==> src/rtl/sdf_cross_pipe.sv <==
// sdf_cross_pipe: pipelined FP27 signed distance to an axis-aligned cross, with an optional cube bound.
// Results queue in a credit-protected FWFT FIFO, so the datapath itself never stalls.
module sdf_fp_add (
    input  logic        clk,
    input  logic [26:0] a,
    input  logic [26:0] b,
    output logic [26:0] y
);
    logic        a_big, sub, s_sgn, inc;
    logic [26:0] hi, lo, y_n;
    logic [21:0] sig_hi, sig_lo, al, norm;
    logic [7:0]  d, s_e;
    logic [4:0]  sh, lz;
    logic [43:0] wide;
    logic [22:0] sum, s_sum;
    logic [9:0]  en, er;
    logic [19:0] mr;
    logic [17:0] frac;

    function automatic logic [4:0] lzc(input logic [21:0] v);
        lzc = 5'd22;
        for (int i = 0; i < 22; i++)
            if (v[i]) lzc = 5'(21 - i);
    endfunction

    // Stage A: order by magnitude, align the smaller operand keeping guard/round/sticky, add.
    always_comb begin
        a_big  = a[25:0] >= b[25:0];
        hi     = a_big ? a : b;
        lo     = a_big ? b : a;
        sub    = hi[26] ^ lo[26];
        sig_hi = hi[25:18] == 8'd0 ? 22'd0 : {1'b1, hi[17:0], 3'b000};
        sig_lo = lo[25:18] == 8'd0 ? 22'd0 : {1'b1, lo[17:0], 3'b000};
        d      = hi[25:18] - lo[25:18];
        sh     = d > 8'd25 ? 5'd25 : d[4:0];
        wide   = {sig_lo, 22'd0} >> sh;
        al     = {wide[43:23], wide[22] | (|wide[21:0])};
        sum    = sub ? {1'b0, sig_hi} - {1'b0, al} : {1'b0, sig_hi} + {1'b0, al};
    end

    // Stage B: normalise, round to nearest even, flush underflow to +0.
    always_comb begin
        lz   = lzc(s_sum[21:0]);
        norm = s_sum[22] ? {s_sum[22:2], s_sum[1] | s_sum[0]} : s_sum[21:0] << lz;
        en   = s_sum[22] ? {2'b00, s_e} + 10'd1 : {2'b00, s_e} - {5'd0, lz};
        inc  = norm[2] & (norm[3] | norm[1] | norm[0]);
        mr   = {1'b0, norm[21:3]} + {19'd0, inc};
        er   = en + {9'd0, mr[19]};
        frac = mr[19] ? mr[18:1] : mr[17:0];
        y_n  = (s_sum == 23'd0 || $signed(en) <= 10'sd0) ? 27'd0 :
               $signed(er) >= 10'sd255 ? {s_sgn, 8'hff, 18'd0} : {s_sgn, er[7:0], frac};
    end

    always_ff @(posedge clk) begin
        s_sum <= sum;
        s_e   <= hi[25:18];
        s_sgn <= hi[26];
        y     <= y_n;
    end
endmodule

module sdf_cross_pipe #(
    parameter logic [26:0] ARM        = 27'h1fc0000,
    parameter bit          BOUND_EN   = 1'b0,
    parameter logic [26:0] BOUND      = 27'h2040000,
    parameter int          TAG_W      = 8,
    parameter int          FIFO_DEPTH = 8
) (
    input  logic             clk,
    input  logic             reset,
    input  logic             in_valid,
    output logic             in_ready,
    input  logic [26:0]      point_x,
    input  logic [26:0]      point_y,
    input  logic [26:0]      point_z,
    input  logic [TAG_W-1:0] in_tag,
    output logic             out_valid,
    input  logic             out_ready,
    output logic [26:0]      distance,
    output logic [TAG_W-1:0] out_tag
);
    localparam int AW = $clog2(FIFO_DEPTH);

    logic [4:0]       v;
    logic [TAG_W-1:0] t [5];
    logic [26:0]      ax, ay, az, da, db, dc, m1, b1, c, q, r4;
    logic [2:0]       inflight;
    logic [AW:0]      count;
    logic [AW-1:0]    wp, rp;
    logic [26:0]      mem_d [FIFO_DEPTH];
    logic [TAG_W-1:0] mem_t [FIFO_DEPTH];
    logic             accept, push, pop;

    // Magnitudes only: bit 26 is already clear, so raw compares order them.
    function automatic logic [26:0] umax(input logic [26:0] a, input logic [26:0] b);
        return a[25:0] > b[25:0] ? a : b;
    endfunction

    function automatic logic [26:0] umin(input logic [26:0] a, input logic [26:0] b);
        return a[25:0] < b[25:0] ? a : b;
    endfunction

    function automatic logic [26:0] fmax(input logic [26:0] a, input logic [26:0] b);
        logic a_gt;
        a_gt = (a[26] != b[26]) ? ~a[26] : (a[26] ? a[25:0] < b[25:0] : a[25:0] > b[25:0]);
        return a_gt ? a : b;
    endfunction

    assign accept    = in_valid & in_ready;
    assign inflight  = 3'($countones(v));
    assign in_ready  = 32'(count) + 32'(inflight) < 32'(FIFO_DEPTH);
    assign push      = v[4];
    assign pop       = out_valid & out_ready;
    assign out_valid = count != '0;
    assign distance  = mem_d[rp];
    assign out_tag   = mem_t[rp];
    assign da        = umax(ax, ay);
    assign db        = umax(ay, az);
    assign dc        = umax(az, ax);

    sdf_fp_add u_arm (.clk(clk), .a(m1), .b({~ARM[26], ARM[25:0]}), .y(c));
    sdf_fp_add u_box (.clk(clk), .a(b1), .b({~BOUND[26], BOUND[25:0]}), .y(q));

    always_ff @(posedge clk) begin
        ax   <= point_x & 27'h3ffffff;
        ay   <= point_y & 27'h3ffffff;
        az   <= point_z & 27'h3ffffff;
        t[0] <= in_tag;
        for (int i = 1; i < 5; i++)
            t[i] <= t[i-1];
        m1   <= umin(umin(da, db), dc);
        b1   <= umax(da, az);
        r4   <= BOUND_EN ? fmax(c, q) : c;
    end

    always_ff @(posedge clk or posedge reset) begin
        if (reset) begin
            v     <= '0;
            count <= '0;
            wp    <= '0;
            rp    <= '0;
            for (int i = 0; i < FIFO_DEPTH; i++) begin
                mem_d[i] <= '0;
                mem_t[i] <= '0;
            end
        end else begin
            v <= {v[3:0], accept};
            if (push) begin
                mem_d[wp] <= r4;
                mem_t[wp] <= t[4];
                wp        <= wp + 1'b1;
            end
            if (pop)
                rp <= rp + 1'b1;
            count <= count + {{AW{1'b0}}, push} - {{AW{1'b0}}, pop};
        end
    end
endmodule

==> config.mk <==
export PLATFORM = sky130hd
export DESIGN_NAME = sdf_cross_pipe
export DESIGN_NICKNAME = d
export VERILOG_FILES = /design/src/rtl/sdf_cross_pipe.sv
export SDC_FILE = /design/constraint.sdc
export NUM_CORES = 1
export LEC_CHECK = 0
export CORE_MARGIN = 2
export CORE_UTILIZATION = 62
export CTS_CLUSTER_DIAMETER = 50
export DETAILED_ROUTE_END_ITERATION = 8
export PLACE_DENSITY = 0.92
export SLEW_MARGIN = 20
export SYNTH_ARGS = -nofsm -noshare
export SYNTH_HDL_FRONTEND = slang
export SYNTH_HIERARCHICAL = 1
export SYNTH_SLANG_ARGS = --single-unit
==> constraint.sdc <==
create_clock -name clk -period 14.5 [get_ports clk]
set_input_delay 2.9 -clock clk [delete_from_list [all_inputs] [get_ports clk]]
set_output_delay 2.9 -clock clk [all_outputs]
set_load 0.03 [all_outputs]
=== After elaboration in Yosys (flattened, before gate mapping) ===
Memories as Yosys holds them, arrays and structs flattened.
Cells that the tools add are included.

* $lt $le $gt $ge: 13
* Bitwise gates (word level): 10
* Add/subtract/negate cells: 16
* Reductions and logical operators: 8
* Multiplexer cells: 49
* Shift operators: 2

{| class="wikitable"
|+ Operator list
! kind !! count
|-
| $bwmux W216 || 1
|-
| $mux W26 || 6
|-
| $mux W27 || 5
|-
| $mux W5 || 17
|-
| $bmux W27 S3 || 1
|-
| $demux W27 S3 || 1
|-
| $gt A26 B26 Y1 || 3
|-
| $mux W22 || 3
|-
| $bwmux W64 || 1
|-
| $lt A26 B26 Y1 || 2
|-
| $shr A44 B5 Y44 || 1
|-
| $ge A26 B25 Y1 const B || 1
|-
| $bmux W8 S3 || 1
|-
| $demux W8 S3 || 1
|-
| $mux W8 || 3
|-
| $add A22 B22 Y23 || 1
|-
| $logic_not A23 Y1 || 1
|-
| $mux W23 || 1
|-
| $sub A22 B22 Y23 || 1
|-
| $reduce_or A22 Y1 || 1
|-
| $shl A22 B5 Y22 || 1
|-
| $add A19 B1 Y20 || 1
|-
| $mux W18 || 1
|-
| $logic_not A8 Y1 || 2
|-
| 28 further kinds || 41
|}

* Input port bits: 93
* RAM bits: 40
* Memories: 1
* Flip-flop bits (word level): 485
* Word-level logic and storage cells: 129
* Output and inout bits: 37

{| class="wikitable"
|+ Memories
! name !! words !! width !! rd ports !! clocked after Yosys merged registers in !! write ports !! RTL line !! source
|-
| t || 5 || 8 || 5 || 0 || 5 || 85 || <nowiki>logic [TAG_W-1:0] t [5];</nowiki>
|}

=== Depth between registers and ports, before layout ===
Gate-level depths: netlist (run 1).

* Word-level depth: 31
* Mapped depth: 38
* Mapped depth without buffers: 32

=== Modules after synthesis ===
Netlist (run 1), hierarchy kept.

{| class="wikitable"
|+ By module, submodules not included
! module !! area an instance (µm²) !! times used !! cells an instance !! seq. area each (µm²)
|-
| sdf_cross_pipe || 21363.0 || 1 || 1588 || 10805.4
|-
| sdf_fp_add || 9709.3 || 1 || 1449 || 1181.1
|}

=== Least setup slack after synthesis (run 1) ===
Ideal clock, no wire load.

* Path kind: register -> register
* From: register m1[18]
* To: register u_arm.s_sum[22]
* Clock period less this slack: 6782 ps
* Buffers on the path: 3
* Required time: 14429 ps
* Arrival: 6711 ps
* Setup time: 71 ps
* Setup slack: 7718 ps
* Cell stages (with the launch flop): 28
* Path through: dfxtp_1 ha_1 clkbuf_1 nand4_1 or3_1 a211o_1 o211ai_2 mux2_4 a311oi_1 o21a_1 mux2_4 buf_2 nor3_1 nand2_1 o211ai_1 xor2_1 ha_1 clkbuf_1 a21o_1 a21oi_1 nor2b_1 o41ai_1 inv_1 a41o_1 a221oi_1 o21ai_0 a21oi_1 xor2_1

* Word-level cells in the longest chain between the ends: 10
* Elaborated cells on any way between the ends: 17
* Those cells by class: add/sub (3); order compare (2); shift (1); mux (6); bitwise (2); reduce/logical (3)

{| class="wikitable"
|+ RTL lines
! item !! RTL line !! source
|-
| start: declaration || 86 || <nowiki>logic [26:0] ax, ay, az, da, db, dc, m1, b1, c, q, r4;</nowiki>
|-
| start signal: assignment || 131 || <nowiki>m1 <= umin(umin(da, db), dc);</nowiki>
|-
| $ge A26 B25 Y1 || 28 || <nowiki>a_big = a[25:0] >= b[25:0];</nowiki>
|-
| $mux W27 (on tied branches) || 29, 30 ||
|-
| $sub A8 B8 Y8 || 34 || <nowiki>d = hi[25:18] - lo[25:18];</nowiki>
|-
| $gt A8 B5 Y1 || 35 || <nowiki>sh = d > 8'd25 ? 5'd25 : d[4:0];</nowiki>
|-
| $mux W5 || 35 ||
|-
| $shr A44 B5 Y44 || 36 || <nowiki>wide = {sig_lo, 22'd0} >> sh;</nowiki>
|-
| $reduce_or A22 Y1 || 37 || <nowiki>al = {wide[43:23], wide[22] | (|wide[21:0])};</nowiki>
|-
| $or A1 B1 Y1 || 37 ||
|-
| $add A22 B22 Y23 / $sub A22 B22 Y23 (equally long branches) || 38 || <nowiki>sum = sub ? {1'b0, sig_hi} - {1'b0, al} : {1'b0, sig_hi} + {1'b0, al};</nowiki>
|-
| $mux W23 * || 38 ||
|-
| via u_arm.sum[22] || 15 || <nowiki>logic [22:0] sum, s_sum;</nowiki>
|-
| end signal: assignment || 55 || <nowiki>s_sum <= sum;</nowiki>
|-
| end: declaration || 15 ||
|}

The timed path passes the listed nets; every way through them passes the cells marked *.
A chain may end at the register's enable or synchronous reset.

=== Worst setup path in the final report (run 1) ===
* From: register m1[18]
* To: register u_arm.s_sum[20]

Same word-level chain as after synthesis.

==> qor.txt, run 1 <==
result of the run - complete, no violations
average size of a mapped cell - 10.2 µm²
residual DRC count - 0
floorplan die area - 51,900 µm²
relative slew slack - 0.240
type of destination of the critical path - flip-flop
vertical die dimension - 228 µm
maximum capacitance violations - 0
proportion of synthesized flip-flops having asynchronous set or reset - 0.562
Starting DRT DRC Count - 3,262
Pre-antenna DRT Iters - 6
clock tree from TritonCTS - yes
layout cells sized above 1 - 0.184
Max clock buf depth - 3
Post-Route Setup TNS - 0 ns
Crit path required time - 14.96 ns
width of the chip - 228 µm
final weighted congestion in routability-driven placement - 0.995
vias per std cell - 6.64
number of standard cells after synthesis - 3,037
count of instances resized after the clock tree is built - 0
global router's overall resource usage - 0.347
total number of vias - 25,900
Hold Vio Cnt, Final - 0
Crit Path Class - reg -> reg
final critical delay including setup and external delays - 9.19 ns
synthesized area - 31,100 µm²
synthesis warning total - 6
layout overhead on the synthesized area - 12.9%
utilization of the core after routing - 0.704
most area-hungry cell type in the Yosys netlist - sky130_fd_sc_hd__dfrtp_1
top area cells in the synthesized netlist - sky130_fd_sc_hd__dfrtp_1 24%, sky130_fd_sc_hd__dfxtp_1 15%, sky130_fd_sc_hd__mux2_2 12%, sky130_fd_sc_hd__ha_1 7.8%, sky130_fd_sc_hd__mux4_2 5.2%
number of max-slew violations in the final report - 0
worst clock skew - 0.0660 ns
Detail Placement HPWL - 58,400 µm
number of flops mapped to enable cells by yosys - 0
worst hold slack - 0.287 ns
maximum vdd ir drop - 0.143 mV
launching element type of the critical path - flip-flop
vias in the first global route - 26,200
Max Clock Freq - 0.109 GHz
wire length of the first global-routing pass - 145,000 µm
slew at the pin with the worst max-slew slack - 1.14 ns
largest net degree at the start of global routing - 182
Final Routed Wirelength - 91,600 µm
clock tree root driver cell - sky130_fd_sc_hd__clkbuf_16
clock-pin slew of the registers on the worst-case setup and hold paths - 0.07 ns
TritonCTS Buffers - 54
period utilisation layout - 0.634
unique cell type count in the Yosys netlist - 103
Post-Place Setup Slack - 5.67 ns
final standard cell count with taps included and fillers excluded - 3,900
antenna violations before repair - 0
# rows - 82
post-layout worst setup margin - 5.31 ns
list of most frequent post-synthesis cells - 327 x sky130_fd_sc_hd__mux2_2, 295 x sky130_fd_sc_hd__dfrtp_1, 230 x sky130_fd_sc_hd__dfxtp_1
setup repair after global routing missed its margin - no
post-detailed-route wirelength per cell - 23.5 µm
diodes inserted - 0
Yosys reg bits - 525
largest driver fanout on the critical path - 77
most instantiated library cell after synthesis - sky130_fd_sc_hd__mux2_2
CP arrival - 9.65 ns
insertion delay to the later sink of the worst-skew pair - 0.64 ns
Worst Hold Class - reg -> reg
Yosys top cell area share - 0.238
Post CTS Setup Buffer Count - 0
number of placed instances with taps included - 3,799
starting density of the core - 0.623
Pwr per Cell Area - 275 nW/µm²
CTS H-Tree Depth - 2
Remaining Overflow, GRT - 0
CORE AREA - 49,900 µm²
num ports - 130
sequential cell area fraction in the yosys report - 0.386
Final nets - 3,474
Final setup violation count - 0
antenna violation net count after detailed routing - 0
Num Clock Sinks - 525
IO Port Bufs - 126
leakage power total - 15.8 nW
hold bufs inserted after CTS - 0
Most used DFF post-synth - sky130_fd_sc_hd__dfrtp_1
path summary, 6_finish.rpt:
path,startpoint,end,slack (ns),cells after the start
worst min register to register,t[0][11],t[0][19],0.29,0
worst max-delay path,m1[18],u_arm/s_sum[20],5.31,26
worst max register to register,m1[18],u_arm/s_sum[20],5.31,26
worst min-delay path,t[0][11],t[0][19],0.29,0
min in group asynchronous,reset,mem_t[16],2.83,2
max in group asynchronous,reset,mem_d[61],10.18,3
routing by layer:
layer  vias up  share of wire  global-route usage  wire length, µm
li1      11300              -                   -                -
met1     12500           0.37               0.425            34200
met2      1625           0.49               0.589            44600
met5         -              0                   0                0
met4         0          0.055               0.181             5070
met3       417          0.085              0.0610             7780
metrics by stage:
step	cell area [µm²]	power, mW
3_5_place_dp	33200	7.82
6_report	35100	9.65
4_1_cts	35100	9.45
5_1_grt	35100	10.1
3_3_place_gp	33200	7.54
2_1_floorplan	31400	6.34
flip-flops by register name, indices dropped and copies added (netlist names), 4 cells and up:
register     count
count            4
ax              26
az              26
mem_d          216
mem_t           64
ay              26
r4              27
v                5
t               40
u_arm/s_e        8
m1              26
u_arm/y         27
u_arm/s_sum     23
final cells by class:
cell class / instances / area (µm²)
clock buffer: 75 / 1560
timing repair buffer: 161 / 1540
sequential: 525 / 12000
inverter: 217 / 822
fill: 3204 / 14800
clock inverter: 26 / 303
tap: 672 / 841
multi-input combinational: 2224 / 18000
cell usage in the layout (no fill, tap or decap), types with 57 or more instances in the layout:
cell type and count:
sky130_fd_sc_hd__nor2_1 152, sky130_fd_sc_hd__dfrtp_1 292, sky130_fd_sc_hd__mux2_2 327, sky130_fd_sc_hd__mux2i_1 110, sky130_fd_sc_hd__clkdlybuf4s50_1 126, sky130_fd_sc_hd__clkbuf_16 57
sky130_fd_sc_hd__nand2_1 224, sky130_fd_sc_hd__ha_1 194, sky130_fd_sc_hd__mux4_2 72, sky130_fd_sc_hd__o21ai_0 104, sky130_fd_sc_hd__a21oi_1 186, sky130_fd_sc_hd__dfxtp_1 230
sky130_fd_sc_hd__inv_1 213, sky130_fd_sc_hd__conb_1 91
worst max-delay path, stage by stage, from the launching register on:
cell,delay (ns)
sky130_fd_sc_hd__dfxtp_1,0.43
sky130_fd_sc_hd__ha_1,0.18
sky130_fd_sc_hd__buf_4,0.44
sky130_fd_sc_hd__nand4_1,0.25
sky130_fd_sc_hd__or3_1,0.43
sky130_fd_sc_hd__a211o_1,0.34
sky130_fd_sc_hd__o211ai_4,0.18
sky130_fd_sc_hd__buf_4,0.64
sky130_fd_sc_hd__mux2_4,0.39
sky130_fd_sc_hd__a311oi_1,0.43
sky130_fd_sc_hd__o21a_1,0.24
sky130_fd_sc_hd__mux2i_2,0.80
sky130_fd_sc_hd__nand3_1,0.76
sky130_fd_sc_hd__o32ai_1,0.65
sky130_fd_sc_hd__o21ai_0,0.15
sky130_fd_sc_hd__a2bb2oi_1,0.21
sky130_fd_sc_hd__xnor2_1,0.22
sky130_fd_sc_hd__ha_1,0.31
sky130_fd_sc_hd__a21oi_1,0.23
sky130_fd_sc_hd__nor2b_1,0.08
sky130_fd_sc_hd__o41ai_1,0.44
sky130_fd_sc_hd__inv_1,0.10
sky130_fd_sc_hd__a41o_1,0.30
sky130_fd_sc_hd__a21o_1,0.20
sky130_fd_sc_hd__a21oi_1,0.29
sky130_fd_sc_hd__o21ai_0,0.17
sky130_fd_sc_hd__xor2_1,0.17
kinds of logic after synthesis:
group / after synthesis / synth area share
flip-flops: 525 / 0.386
XOR/XNOR: 83 / 0.0234
other: 2 / 0.000242
adder cells (fa/ha/maj): 198 / 0.0807
AND/OR/NAND/NOR: 681 / 0.107
buffers and inverters: 377 / 0.0480
multiplexers: 533 / 0.218
AO/OA/AOI/OAI: 638 / 0.137
report_power, final:
group          leakage [nW]  switching (mW)  internal, mW
Sequential             5.67           0.641          2.03
Clock                 0.911           0.632         0.822
Combinational          9.20            3.23          2.30
Total                  15.8            4.50          5.15
(Power assumes the default switching activity.)
==> run 2: changes to the inputs <==
--- a/config.mk
+++ b/config.mk
@@ -6,10 +6,10 @@
 export NUM_CORES = 1
 export LEC_CHECK = 0
 export CORE_MARGIN = 2
-export CORE_UTILIZATION = 62
+export CORE_UTILIZATION = 56
 export CTS_CLUSTER_DIAMETER = 50
 export DETAILED_ROUTE_END_ITERATION = 8
-export PLACE_DENSITY = 0.92
+export PLACE_DENSITY = 0.88
 export SLEW_MARGIN = 20
 export SYNTH_ARGS = -nofsm -noshare
 export SYNTH_HDL_FRONTEND = slang
==> constraint.sdc (replaced) <==
create_clock -name clk -period 7.6 [get_ports clk]
set_input_delay 1.52 -clock clk [delete_from_list [all_inputs] [get_ports clk]]
set_output_delay 1.52 -clock clk [all_outputs]
set_load 0.03 [all_outputs]
==> run 2 against run 1 <==
Power rose by 95%. Count of clock-buffer cells in the layout fell by 8. Largest cell class unchanged. Design area rose by 2.5%. Register-to-register slack got worse by 5.0 ns. Largest power group unchanged. Clock power rose by 110%. Via count fell by 2.3%. Worst setup slack got worse by 5.0 ns. Fmax rose by 26%. Hold slack got worse by 0.0057 ns.
==> qor.txt, run 2 (synthesized netlist as in run 1, its figures left out) <==
result of the run - complete, no violations
clock tree root driver cell - sky130_fd_sc_hd__clkbuf_16
maximum capacitance violations - 0 (unchanged)
number of max-slew violations in the final report - 0 (unchanged)
final total power - 18.8 mW (+95%)
CORE AREA - 55,000 µm² (+10%)
post-detailed-route wirelength per cell - 21.6 µm (-8.2%)
# rows - 86 (+4.9%)
fill cell total of the finished layout - 3,818 (+19%)
final critical delay including setup and external delays - 7.30 ns (-1.89 ns)
Final setup violation count - 0 (unchanged)
setup repair after global routing missed its margin - no
Crit Path Class - reg -> reg
leakage power total - 16.2 nW (+2.7%)
vias per std cell - 6.26 (-5.7%)
insertion delay to the later sink of the worst-skew pair - 0.62 ns (-0.02 ns)
width of the chip - 240 µm (+5.1%)
diodes inserted - 0 (unchanged)
CP dominant cell by count - sky130_fd_sc_hd__a21oi_1
num ports - 130 (unchanged)
vertical die dimension - 240 µm (+5.1%)
post-layout instance area - 36,000 µm² (+2.5%)
Hold Vio Cnt, Final - 0 (unchanged)
largest net degree at the start of global routing - 176 (-3.3%)
antenna violations before repair - 1 (+1)
worst hold slack - 0.281 ns (-0.00568 ns)
maximum single-stage delay on the critical path - 0.59 ns (-0.21 ns)
Post-Route Setup TNS - 0 ns (unchanged)
total number of vias - 25,300 (-2.3%)
starting density of the core - 0.565 (-0.0581)
largest driver fanout on the critical path - 17 (-78%)
vias in the first global route - 25,800 (-1.5%)
Max clock buf depth - 3 (unchanged)
highest-count cells in the layout ignoring fill and taps - 327 x sky130_fd_sc_hd__mux2_2, 292 x sky130_fd_sc_hd__dfrtp_1, 230 x sky130_fd_sc_hd__dfxtp_1, 224 x sky130_fd_sc_hd__nand2_1, 213 x sky130_fd_sc_hd__inv_1
layout overhead on the synthesized area - 15.8%
floorplan die area - 57,400 µm² (+11%)
period utilisation layout - 0.960 (+0.326)
Crit path required time - 8.09 ns (-6.87 ns)
clock-pin slew of the registers on the worst-case setup and hold paths - 0.06 ns (about the same)
final weighted congestion in routability-driven placement - 1.02 (+2.5%)
Num Clock Sinks - 525 (unchanged)
maximum vdd ir drop - 0.301 mV (+110%)
Pwr per Cell Area - 522 nW/µm² (+90%)
largest registers - mem_d: 216 flops, mem_t: 64 flops, t: 40 flops
wire length of the first global-routing pass - 138,000 µm (-4.7%)
library cell contributing the largest single delay on the critical path - sky130_fd_sc_hd__a2111oi_1
CP arrival - 7.79 ns (-1.86 ns)
layout cells sized above 1 - 0.206 (+0.0221)
TritonCTS Buffers - 55 (+1.9%)
CTS H-Tree Depth - 2 (unchanged)
most frequent standard cell in the layout excluding fill and tap cells - sky130_fd_sc_hd__mux2_2
residual DRC count - 0 (unchanged)
relative slew slack - 0.229 (-0.0114)
global router's overall resource usage - 0.301 (-0.0459)
cell area reported after detailed placement - 33,800 µm² (+1.6%)
Pre-antenna DRT Iters - 6 (unchanged)
max reg flops - 216 (unchanged)
antenna violation net count after detailed routing - 0 (unchanged)
Final Routed Wirelength - 87,100 µm (-5.0%)
clock tree from TritonCTS - yes
launching element type of the critical path - flip-flop
worst clock skew - 0.0472 ns (-0.0188 ns)
slew at the pin with the worst max-slew slack - 1.14 ns (+0.00258 ns)
Remaining Overflow, GRT - 0 (unchanged)
Worst Hold Class - reg -> reg
register bank with the most flops - mem_d
Detail Placement HPWL - 57,400 µm (-1.7%)
Starting DRT DRC Count - 2,165 (-34%)
IO Port Bufs - 126 (unchanged)
Max Clock Freq - 0.137 GHz (+26%)
Final nets - 3,535 (+1.8%)
type of destination of the critical path - flip-flop
==> run 2: power breakdown <==
part	leakage (nW)	switching (mW)	total [mW]	internal (mW)
clock	1.00	1.19	2.99	1.79
combinational	9.53	6.02	10.7	4.68
sequential	5.67	1.21	5.09	3.88
total	16.2	8.42	18.8	10.4
==> run 2: critical path: cells and delay by family (launching register included) <==
kind | cells | cell delay [ns]
AOI/OAI and AO/OA | 17 | 3.74
adders and majority gates | 3 | 0.93
buffers and inverters | 5 | 0.74
DFF | 1 | 0.41
muxes | 2 | 0.50
and+or+nand+nor | 4 | 0.85
==> run 2: worst paths after layout <==
| kind | from | to | slack [ns] | cells after the start |
|---|---|---|---|---|
| max | az[5] | m1[20] | 0.30 | 31 |
| min | t[0][16] | t[0][24] | 0.28 | 0 |
| max in group asynchronous | reset | mem_t[40] | 4.74 | 3 |
| min reg2reg | t[0][16] | t[0][24] | 0.28 | 0 |
| min in group asynchronous | reset | mem_d[83] | 1.43 | 2 |
| max reg2reg | az[5] | m1[20] | 0.30 | 31 |
==> run 2: layer usage <==
| layer | global-route usage | vias up | share of wire |
|---|---|---|---|
| li1 | - | 11500 | - |
| met1 | 0.364 | 12200 | 0.39 |
| met2 | 0.526 | 1290 | 0.49 |
| met3 | 0.0460 | 324 | 0.075 |
| met4 | 0.145 | 2 | 0.046 |
| met5 | 0 | - | 0.000080 |
==> run 2: through the flow <==
step	util	setup slack, ns	cells
CTS	0.651	0.121	4033
floorplan	-	0.818	3126
finish	0.654	0.301	4038
global route	0.654	0.0557	4038
global placement	0.614	0.314	3930
detailed placement	0.614	0.189	3930
==> run 2: timing repair <==
action / 4_1_cts / 5_1_grt
gates cloned: 0 / 2
setup endpoints to repair: 2 / 46
resized for setup: 1 / 17
pin swaps: 0 / 2
hold endpoints to repair: 0 / 0
buffers inserted: 0 / 3
hold buffers: 0 / 0
==> run 2: layout make-up <==
cell class	count	area [µm²]	share of cell area
multi-input combinational	2225	18100	0.504
sequential	525	12000	0.333
timing repair buffer	220	2040	0.0567
clock inverter	36	543	0.0151
clock buffer	67	1520	0.0423
inverter	217	818	0.0227
tap	748	936	0.0260
